File: config.mk
export PLATFORM = sky130hd
export DESIGN_NAME = bcd_digit_gen
export DESIGN_NICKNAME = d
export VERILOG_FILES = /design/src/rtl/bcd_digit_gen.sv
export SDC_FILE = /design/constraint.sdc
export NUM_CORES = 1
export LEC_CHECK = 0
export CAP_MARGIN = 20
export CORE_MARGIN = 4
export CORE_UTILIZATION = 25
export CTS_CLUSTER_SIZE = 14
export DETAILED_ROUTE_END_ITERATION = 7
export PLACE_DENSITY_LB_ADDON = 0.3
export SLEW_MARGIN = 20
export SYNTH_ARGS = -nofsm -noshare
export SYNTH_HDL_FRONTEND = slang
export SYNTH_SLANG_ARGS = --single-unit
export TNS_END_PERCENT = 20
File: constraint.sdc
create_clock -name clk_i -period 2.56 [get_ports clk_i]
set_input_delay 0.768 -clock clk_i [delete_from_list [all_inputs] [get_ports clk_i]]
set_output_delay 0.768 -clock clk_i [all_outputs]
set_load 0.02 [all_outputs]
File: src/rtl/bcd_digit_gen.sv
// ---------------------------------------------------------------------------
// bcd_digit_gen
//
// Converts a 32-bit unsigned binary value into eight packed BCD digits for the
// seven-segment decoder stage. The conversion is iterative double-dabble
// (shift-add-3) over 27 bits, one iteration per clock. Values above
// 99_999_999 saturate to all 9s and raise ovf_o.
//
// Ports:
//   clk_i        in   1   system clock, rising edge
//   rst_i        in   1   synchronous reset, active high
//   start_i      in   1   conversion request, sampled only in IDLE
//   value_i      in  32   unsigned binary value, sampled on the accepting edge
//   busy_o       out  1   high while state != IDLE
//   done_o       out  1   one-cycle pulse; digits valid from this cycle on
//   ovf_o        out  1   last result saturated; held with the digits
//   io_hex0_o .. io_hex7_o
//                out  7   BCD digit in [3:0], [6:4] always 0; hex0 = LSD
//   dbg_state_o  out  2   current FSM state (0 IDLE, 1 CONV, 2 DONE)
//
// Handshake: start_i is a request, not a valid/ready pair. It is consumed on
// the first rising edge where the block is IDLE and rst_i is low; while busy_o
// is high it is ignored and nothing is queued. Completion is signalled by a
// single done_o pulse.
// ---------------------------------------------------------------------------
module bcd_digit_gen (
  input  logic        clk_i,
  input  logic        rst_i,
  input  logic        start_i,
  input  logic [31:0] value_i,
  output logic        busy_o,
  output logic        done_o,
  output logic        ovf_o,
  output logic [6:0]  io_hex0_o,
  output logic [6:0]  io_hex1_o,
  output logic [6:0]  io_hex2_o,
  output logic [6:0]  io_hex3_o,
  output logic [6:0]  io_hex4_o,
  output logic [6:0]  io_hex5_o,
  output logic [6:0]  io_hex6_o,
  output logic [6:0]  io_hex7_o,
  output logic [1:0]  dbg_state_o
);

  typedef enum logic [1:0] {
    IDLE = 2'd0,
    CONV = 2'd1,
    DONE = 2'd2
  } state_t;

  localparam logic [31:0] MAX_VALUE = 32'd99_999_999;
  // 99_999_999 < 2^27, so 27 shift iterations cover every in-range value.
  localparam logic [4:0]  LAST_ITER = 5'd26;
  localparam logic [31:0] ALL_NINES = 32'h9999_9999;

  state_t      state_q;
  logic [26:0] bin_q;
  logic [31:0] bcd_q;
  logic [4:0]  cnt_q;
  logic [31:0] digits_q;

  logic [31:0] bcd_adj;
  logic [31:0] bcd_next;

  // Add 3 to every nibble >= 5. A nibble <= 9 becomes at most 12, so the
  // 4-bit add never carries out.
  always_comb begin
    bcd_adj = bcd_q;
    for (int i = 0; i < 8; i++) begin
      if (bcd_q[4*i +: 4] >= 4'd5) begin
        bcd_adj[4*i +: 4] = bcd_q[4*i +: 4] + 4'd3;
      end
    end
  end

  // Left shift of {bcd, bin}: the MSB of the binary register enters the BCD LSB.
  assign bcd_next = {bcd_adj[30:0], bin_q[26]};

  // The DONE-state result is loaded on the edge that enters DONE, so that
  // done_o and the new digits are both visible during the DONE cycle while
  // all outputs stay purely registered.
  always_ff @(posedge clk_i) begin
    if (rst_i) begin
      state_q  <= IDLE;
      bin_q    <= '0;
      bcd_q    <= '0;
      cnt_q    <= '0;
      digits_q <= '0;
      busy_o   <= 1'b0;
      done_o   <= 1'b0;
      ovf_o    <= 1'b0;
    end else begin
      case (state_q)
        IDLE: begin
          done_o <= 1'b0;
          if (start_i) begin
            busy_o <= 1'b1;
            if (value_i > MAX_VALUE) begin
              state_q  <= DONE;
              digits_q <= ALL_NINES;
              ovf_o    <= 1'b1;
              done_o   <= 1'b1;
            end else begin
              state_q <= CONV;
              bin_q   <= value_i[26:0];
              bcd_q   <= '0;
              cnt_q   <= '0;
            end
          end
        end

        CONV: begin
          bcd_q <= bcd_next;
          bin_q <= {bin_q[25:0], 1'b0};
          cnt_q <= cnt_q + 5'd1;
          if (cnt_q == LAST_ITER) begin
            state_q  <= DONE;
            digits_q <= bcd_next;
            ovf_o    <= 1'b0;
            done_o   <= 1'b1;
          end
        end

        DONE: begin
          state_q <= IDLE;
          busy_o  <= 1'b0;
          done_o  <= 1'b0;
        end

        default: begin
          state_q <= IDLE;
          busy_o  <= 1'b0;
          done_o  <= 1'b0;
        end
      endcase
    end
  end

  assign io_hex0_o   = {3'b000, digits_q[3:0]};
  assign io_hex1_o   = {3'b000, digits_q[7:4]};
  assign io_hex2_o   = {3'b000, digits_q[11:8]};
  assign io_hex3_o   = {3'b000, digits_q[15:12]};
  assign io_hex4_o   = {3'b000, digits_q[19:16]};
  assign io_hex5_o   = {3'b000, digits_q[23:20]};
  assign io_hex6_o   = {3'b000, digits_q[27:24]};
  assign io_hex7_o   = {3'b000, digits_q[31:28]};
  assign dbg_state_o = state_q;

endmodule

# [Word-level counts from Yosys, hierarchy flattened]
# Cells that the tools add are included.
[word_totals] reg_bits=101 latch_bits=0 ram_bits=0 romBits=0 input_bits=35 out_inout_bits=61 word_cells=74 mem_count=0
[op_classes] add_sub_neg=9 mul=0 n_div=0 magnitude_cmp=9 n_eq_ne=6 n_shift=0 n_mux=35 bitwise=1 n_reduce_logical=6
[ops] op="2-to-1 mux 32 bit" n=5
[ops] op="case mux 32 bit (2 select lines)" n=2
[ops] op="2-to-1 mux 27 bit" n=2
[ops] op="case mux 27 bit (2 select lines)" n=1
[ops] op=">= comparator 4 x 3 -> 1 bit (second input constant)" n=8
[ops] op="> comparator 32 x 27 -> 1 bit (second input constant)" n=1
[ops] op="adder 4 x 2 -> 4 bit (second input constant)" n=7
[ops] op="2-to-1 mux 4 bit" n=7
[ops] op="2-to-1 mux 5 bit" n=2
[ops] op="case mux 5 bit (2 select lines)" n=1
[ops] op="!= test 2 bit (second input constant)" n=4
[ops] op="2-to-1 mux 1 bit" n=7
[ops] op="2-to-1 mux 2 bit" n=3
[ops] op="case mux 1 bit (2 select lines)" n=3
[ops] op="adder 5 x 1 -> 5 bit (second input constant)" n=1
[ops] op="== test 5 bit (second input constant)" n=1
[ops] op="case mux 2 bit (2 select lines)" n=1
[ops] op="AND reduction 2 bit" n=2
[ops] op="AND reduction 4 bit" n=1
[ops] op="adder 3 x 2 -> 3 bit (second input constant)" n=1
[ops] op="2-to-1 mux 3 bit" n=1
[ops] op="AND reduction 3 bit" n=1
[ops] op="== test 2 x 1 -> 1 bit (second input constant)" n=1
[ops] op="logical NOT 2 bit" n=1
[ops] op="other kinds (2)" n=2

# [Logic depth before layout (Yosys ltp)]
[logic_depth] depth_word=4 mapped_depth=8

# [Least setup slack after synthesis]
# Ideal clock, no wire load.
[synth_timing] kind="input to register" from="input port value_i[30]" to="register bin_q[20]" setup_ps=128 t_arrival_ps=2223 path_slack_ps=210 path_stages=8 n_path_buf=2 path_cell_list="nor4_2 > nand3b_1 > o22a_1 > o31a_1 > buf_6 > buf_6 > a222oi_1 > nor2_1"
[synth_via] elab_chain_cells=3
[synth_rtl] element="from (decl)" line_no="30" rtl="input logic [31:0] value_i,"
[synth_rtl] element="> comparator 32 x 27 -> 1 bit" line_no="98" rtl="if (value_i > MAX_VALUE) begin"
[synth_rtl] element="!= test 2 bit (no line)"
[synth_rtl] element="AND reduction 3 bit (no line)"
[synth_rtl] element="to (signal assigned)" line_no="105" rtl="bin_q <= value_i[26:0];"
[synth_rtl] element="to (signal assigned)" line_no="114" rtl="bin_q <= {bin_q[25:0], 1'b0};"
[synth_rtl] element="to (decl)" line_no="57" rtl="logic [26:0] bin_q;"
# Every way passes these cells.
# A chain may end at the register's enable or synchronous reset.

# [Worst setup path in the final report]
[layout_timing] from="input port value_i[19]" to="register cnt_q[3]"
[layout_via] elab_chain_cells=3
[layout_rtl] element="> comparator 32 x 27 -> 1 bit" line_no="98"
[layout_rtl] element="!= test 2 bit (no line)"
[layout_rtl] element="AND reduction 3 bit (no line)"
[layout_rtl] element="to (signal assigned)" line_no="115" rtl="cnt_q <= cnt_q + 5'd1;"
[layout_rtl] element="to (decl)" line_no="59" rtl="logic [4:0] cnt_q;"
# Every way passes these cells.

==> flow_summary.yaml <==
setup_path:
  worstSetupPathType: "in -> reg"
  worst_ep_arrival_time_ns: 2.77
  cp.required_ns: 2.84
  crit_path_end_kind: "register"
  critPathLaunchType: "input pin"
  cp_max_fo: 6
final_layout:
  design.final.nets: 670
  layout.cells.non_filler: 851
  areaGrowthSynthToFinish_pct: 32.1
  final-seq-area_sq_um: 2020
  num_antenna_cells: 0
  n_fill_cell: 1861
  final_design_area_no_fill_sq_um: 6100
  layout_cells_sized_above_1_pct: 10.3
  area_of_combinational_cells_with_multiple_inputs_sq_um: 2310
  utilization_pct: 33.7
synth:
  syn-cell-area_sq_um: 4620
  synthesis.instances: 533
  synth.ff_latch_count: 101
  yosysWarningCount: 0
  synth.avg_cell_area_sq_um: 8.66
  synth_sequential_area_ratio_pct: 43.8
  post_synth_num_cell_types: 34
clocking:
  cts.reportedPaths.clkPinSlew_ns: 0.07
  clk-insertion-delay-late_ns: 0.35
  tritoncts.num_buffers: 9
  clock_tree_buf_depth: 2
  cts_root_buf: "sky130_fd_sc_hd__clkbuf_16"
  htree_levels: 3
  hold_buffers: 0
  clock_sink_count: 101
  tritoncts_clock_tree: "yes"
pwr:
  power.density_cell_area_nw_per_um2: 532
  power.share.sequential_pct: 49.8
  peak_supply_drop_mv: 0.317
  p_sw_share_pct: 23.9
  comb_power_share_pct: 9.9
  power.share.clock_pct: 40.3
  power.static_leakage_nw: 2.29
  cellInternalPower_mw: 2.47
  p_switching_mw: 0.776
floorplan:
  initial_utilization_pct: 25.5
  count_of_standard_cell_rows: 49
  floorplan.die.height_um: 144
  dieArea_sq_um: 20700
  pin_count: 96
  die-width_um: 144
  floorplan.core_area_sq_um: 18100
detailed_routing:
  final_antenna_net_count: 0
  finalWirelength_um: 12200
  detailedRoute.firstPassIterationCount: 7
  first_iter_violations: 286
  remaining_drc_errors: 0
  detail_route.vias_per_cell: 4.82
  routed-via-count: 4100
  wire_per_inst_um: 14.3
timing:
  max_slew.worst_pin.slew_ns: 0.565
  slew_headroom_pct: 62.3
  fraction_of_the_cycle_the_final_worst_path_needs_pct: 97.1
  timing.clock.skew_ns: 0.00590
  final.setup.worst_slack_ns: 0.0754
  timing.final.crit_period_ns: 2.48
  finalSetupViolCount: 0
  highest_achievable_clock_rate_mhz: 402
  slew_violations: 0
  timing.final.hold_violations: 0
global_route:
  globalRouteOverflowTotal: 0
  grt_pass1_vias: 3934
  grt_max_degree: 36
  grt_use_total_pct: 11.7
  initial_antenna_violation_count: 0
  global_route_wire_length_before_repair_um: 19500
place:
  finalWeightedCongestion: 0.748
  io_buffer_count: 71
  numPlacedInstances: 831
  preCtsSetupSlack_ns: -0.374
  placed_wire_length_estimate_um: 8420
  detailed_place.area_sq_um: 5690
run_status:
  run_status: "complete, no violations"
run:
  timing.max_cap.violations: 0
worst_hold_path:
  min-delay-path-class: "reg -> reg"
[routing by layer]
layer | global-route usage [%] | vias to the layer above | share of wire (%)
met5 | 0 | - | 0
met1 | 14.9 | 1981 | 46
met4 | 4.76 | 0 | 1.6
li1 | - | 2014 | -
met2 | 19.1 | 93 | 48
met3 | 2.70 | 12 | 4.6
[critical path, stage by stage]
cell                              delay [ns]
sky130_fd_sc_hd__clkdlybuf4s50_1        0.46
sky130_fd_sc_hd__a211oi_2               0.17
sky130_fd_sc_hd__nand3b_1               0.10
sky130_fd_sc_hd__o22a_1                 0.22
sky130_fd_sc_hd__o31a_4                 0.41
sky130_fd_sc_hd__buf_4                  0.16
sky130_fd_sc_hd__or3_1                  0.34
sky130_fd_sc_hd__a21boi_1               0.14
[cell usage in the layout, fill, tap and decap left out, types with 6 or more instances in the layout]
master / n
sky130_fd_sc_hd__xnor2_1: 8
sky130_fd_sc_hd__o21a_1: 17
sky130_fd_sc_hd__clkbuf_16: 11
sky130_fd_sc_hd__o21ai_0: 26
sky130_fd_sc_hd__nand2_1: 18
sky130_fd_sc_hd__dfxtp_1: 101
sky130_fd_sc_hd__dlymetal6s2s_1: 9
sky130_fd_sc_hd__buf_4: 29
sky130_fd_sc_hd__a22oi_1: 14
sky130_fd_sc_hd__a21oi_1: 72
sky130_fd_sc_hd__a222oi_1: 26
sky130_fd_sc_hd__mux2i_1: 8
sky130_fd_sc_hd__buf_12: 6
sky130_fd_sc_hd__inv_1: 20
sky130_fd_sc_hd__nor3b_1: 15
sky130_fd_sc_hd__nand2b_1: 10
sky130_fd_sc_hd__nor2_1: 84
sky130_fd_sc_hd__conb_1: 24
sky130_fd_sc_hd__clkdlybuf4s50_1: 61
sky130_fd_sc_hd__ha_1: 18
[timing repair]
action                                  4_1_cts  5_1_grt
setup buffers                                 0        2
resized for setup                             0       22
endpoints found under the setup margin        0       54
[power groups by stage]
stage,sequential (mW),combinational [mW],clock [mW]
6_report,1.62,0.322,1.31
4_1_cts,1.62,0.321,1.35
5_1_grt,1.62,0.349,1.41
2_1_floorplan,1.68,0.140,0
3_3_place_gp,1.65,0.317,0
3_5_place_dp,1.65,0.319,0
[layout make-up]
type,count,share of cell area [%]
clock inverters,2,0.267
flip-flops and latches,101,33.1
clock buffers,14,4.33
well taps,229,4.70
multi-input cells,376,37.9
repair buffers,109,18.5
inverters,20,1.23
[through the flow]
stage	TNS, ns	power [mW]	hold slack (ns)
finish	0	3.25	0.465
detailed placement	-25.65	1.97	0.457
global route	-0.0390	3.38	0.492
floorplan	0	1.82	0.466
global placement	-22.42	1.97	0.455
CTS	0	3.29	0.473
[logic make-up (layout without fill, tap and decap cells)]
group,Yosys count,count (layout),synth area share (%)
AO/OA/AOI/OAI,170,170,23.8
XOR/XNOR,8,8,1.52
adder cells (fa/ha/maj),18,18,4.88
buffers and inverters,79,145,9.18
flip-flops,101,101,43.8
multiplexers,8,8,1.73
other,1,24,0.0812
AND/OR/NAND/NOR,148,148,15.0
[registers in the layout (all words and copies together) (netlist names)]
name	count
cnt_q	5
ovf_o	1
dbg_state_o	2
bin_q	27
bcd_q	32
done_o	1
busy_o	1
digits_q	32
[synth_stat cells]
cell                         n  area (sq um)
sky130_fd_sc_hd__nor4_1      1          6.26
sky130_fd_sc_hd__and4b_1     1          10.0
sky130_fd_sc_hd__o21ai_0    26           130
sky130_fd_sc_hd__buf_4      24           180
sky130_fd_sc_hd__o31a_1      1          8.76
sky130_fd_sc_hd__clkbuf_1   25          93.8
sky130_fd_sc_hd__nand2_1    18          67.6
sky130_fd_sc_hd__conb_1      1          3.75
sky130_fd_sc_hd__nor3b_1    15           113
sky130_fd_sc_hd__nand2b_1   10          62.6
sky130_fd_sc_hd__nand3b_1    2          15.0
sky130_fd_sc_hd__ha_1       18           225
sky130_fd_sc_hd__inv_1      20          75.1
sky130_fd_sc_hd__nand4b_1    2          17.5
sky130_fd_sc_hd__o21ai_1     2          10.0
sky130_fd_sc_hd__o22a_1      1          8.76
sky130_fd_sc_hd__nor2_1     85           319
sky130_fd_sc_hd__nor4_2      1          12.5
sky130_fd_sc_hd__a22oi_1    18           135
sky130_fd_sc_hd__o21a_1     17           128
sky130_fd_sc_hd__xnor2_1     8          70.1
sky130_fd_sc_hd__buf_2       6          30.0
sky130_fd_sc_hd__nand3_1     4          20.0
sky130_fd_sc_hd__buf_6       4          45.0
sky130_fd_sc_hd__a22oi_2     1          12.5
sky130_fd_sc_hd__a222oi_1   26           260
sky130_fd_sc_hd__mux2i_1     8          80.1
sky130_fd_sc_hd__dfxtp_1   101          2020
sky130_fd_sc_hd__nor2b_1     2          12.5
sky130_fd_sc_hd__or3_1       3          18.8
sky130_fd_sc_hd__nor3_1      4          20.0
sky130_fd_sc_hd__a211oi_1    3          22.5
sky130_fd_sc_hd__a21oi_1    72           360
sky130_fd_sc_hd__a21boi_0    3          22.5
[worst paths after layout]
check	start	end	slack (ns)	cells past startpoint
setup / recovery	value_i[19]	cnt_q[3]	0.08	8
hold / removal	digits_q[24]	digits_q[24]	0.46	1
setup reg to reg	cnt_q[0]	digits_q[28]	0.58	7
hold reg to reg	digits_q[24]	digits_q[24]	0.46	1
Note: power is estimated with default switching activity, not from simulation.
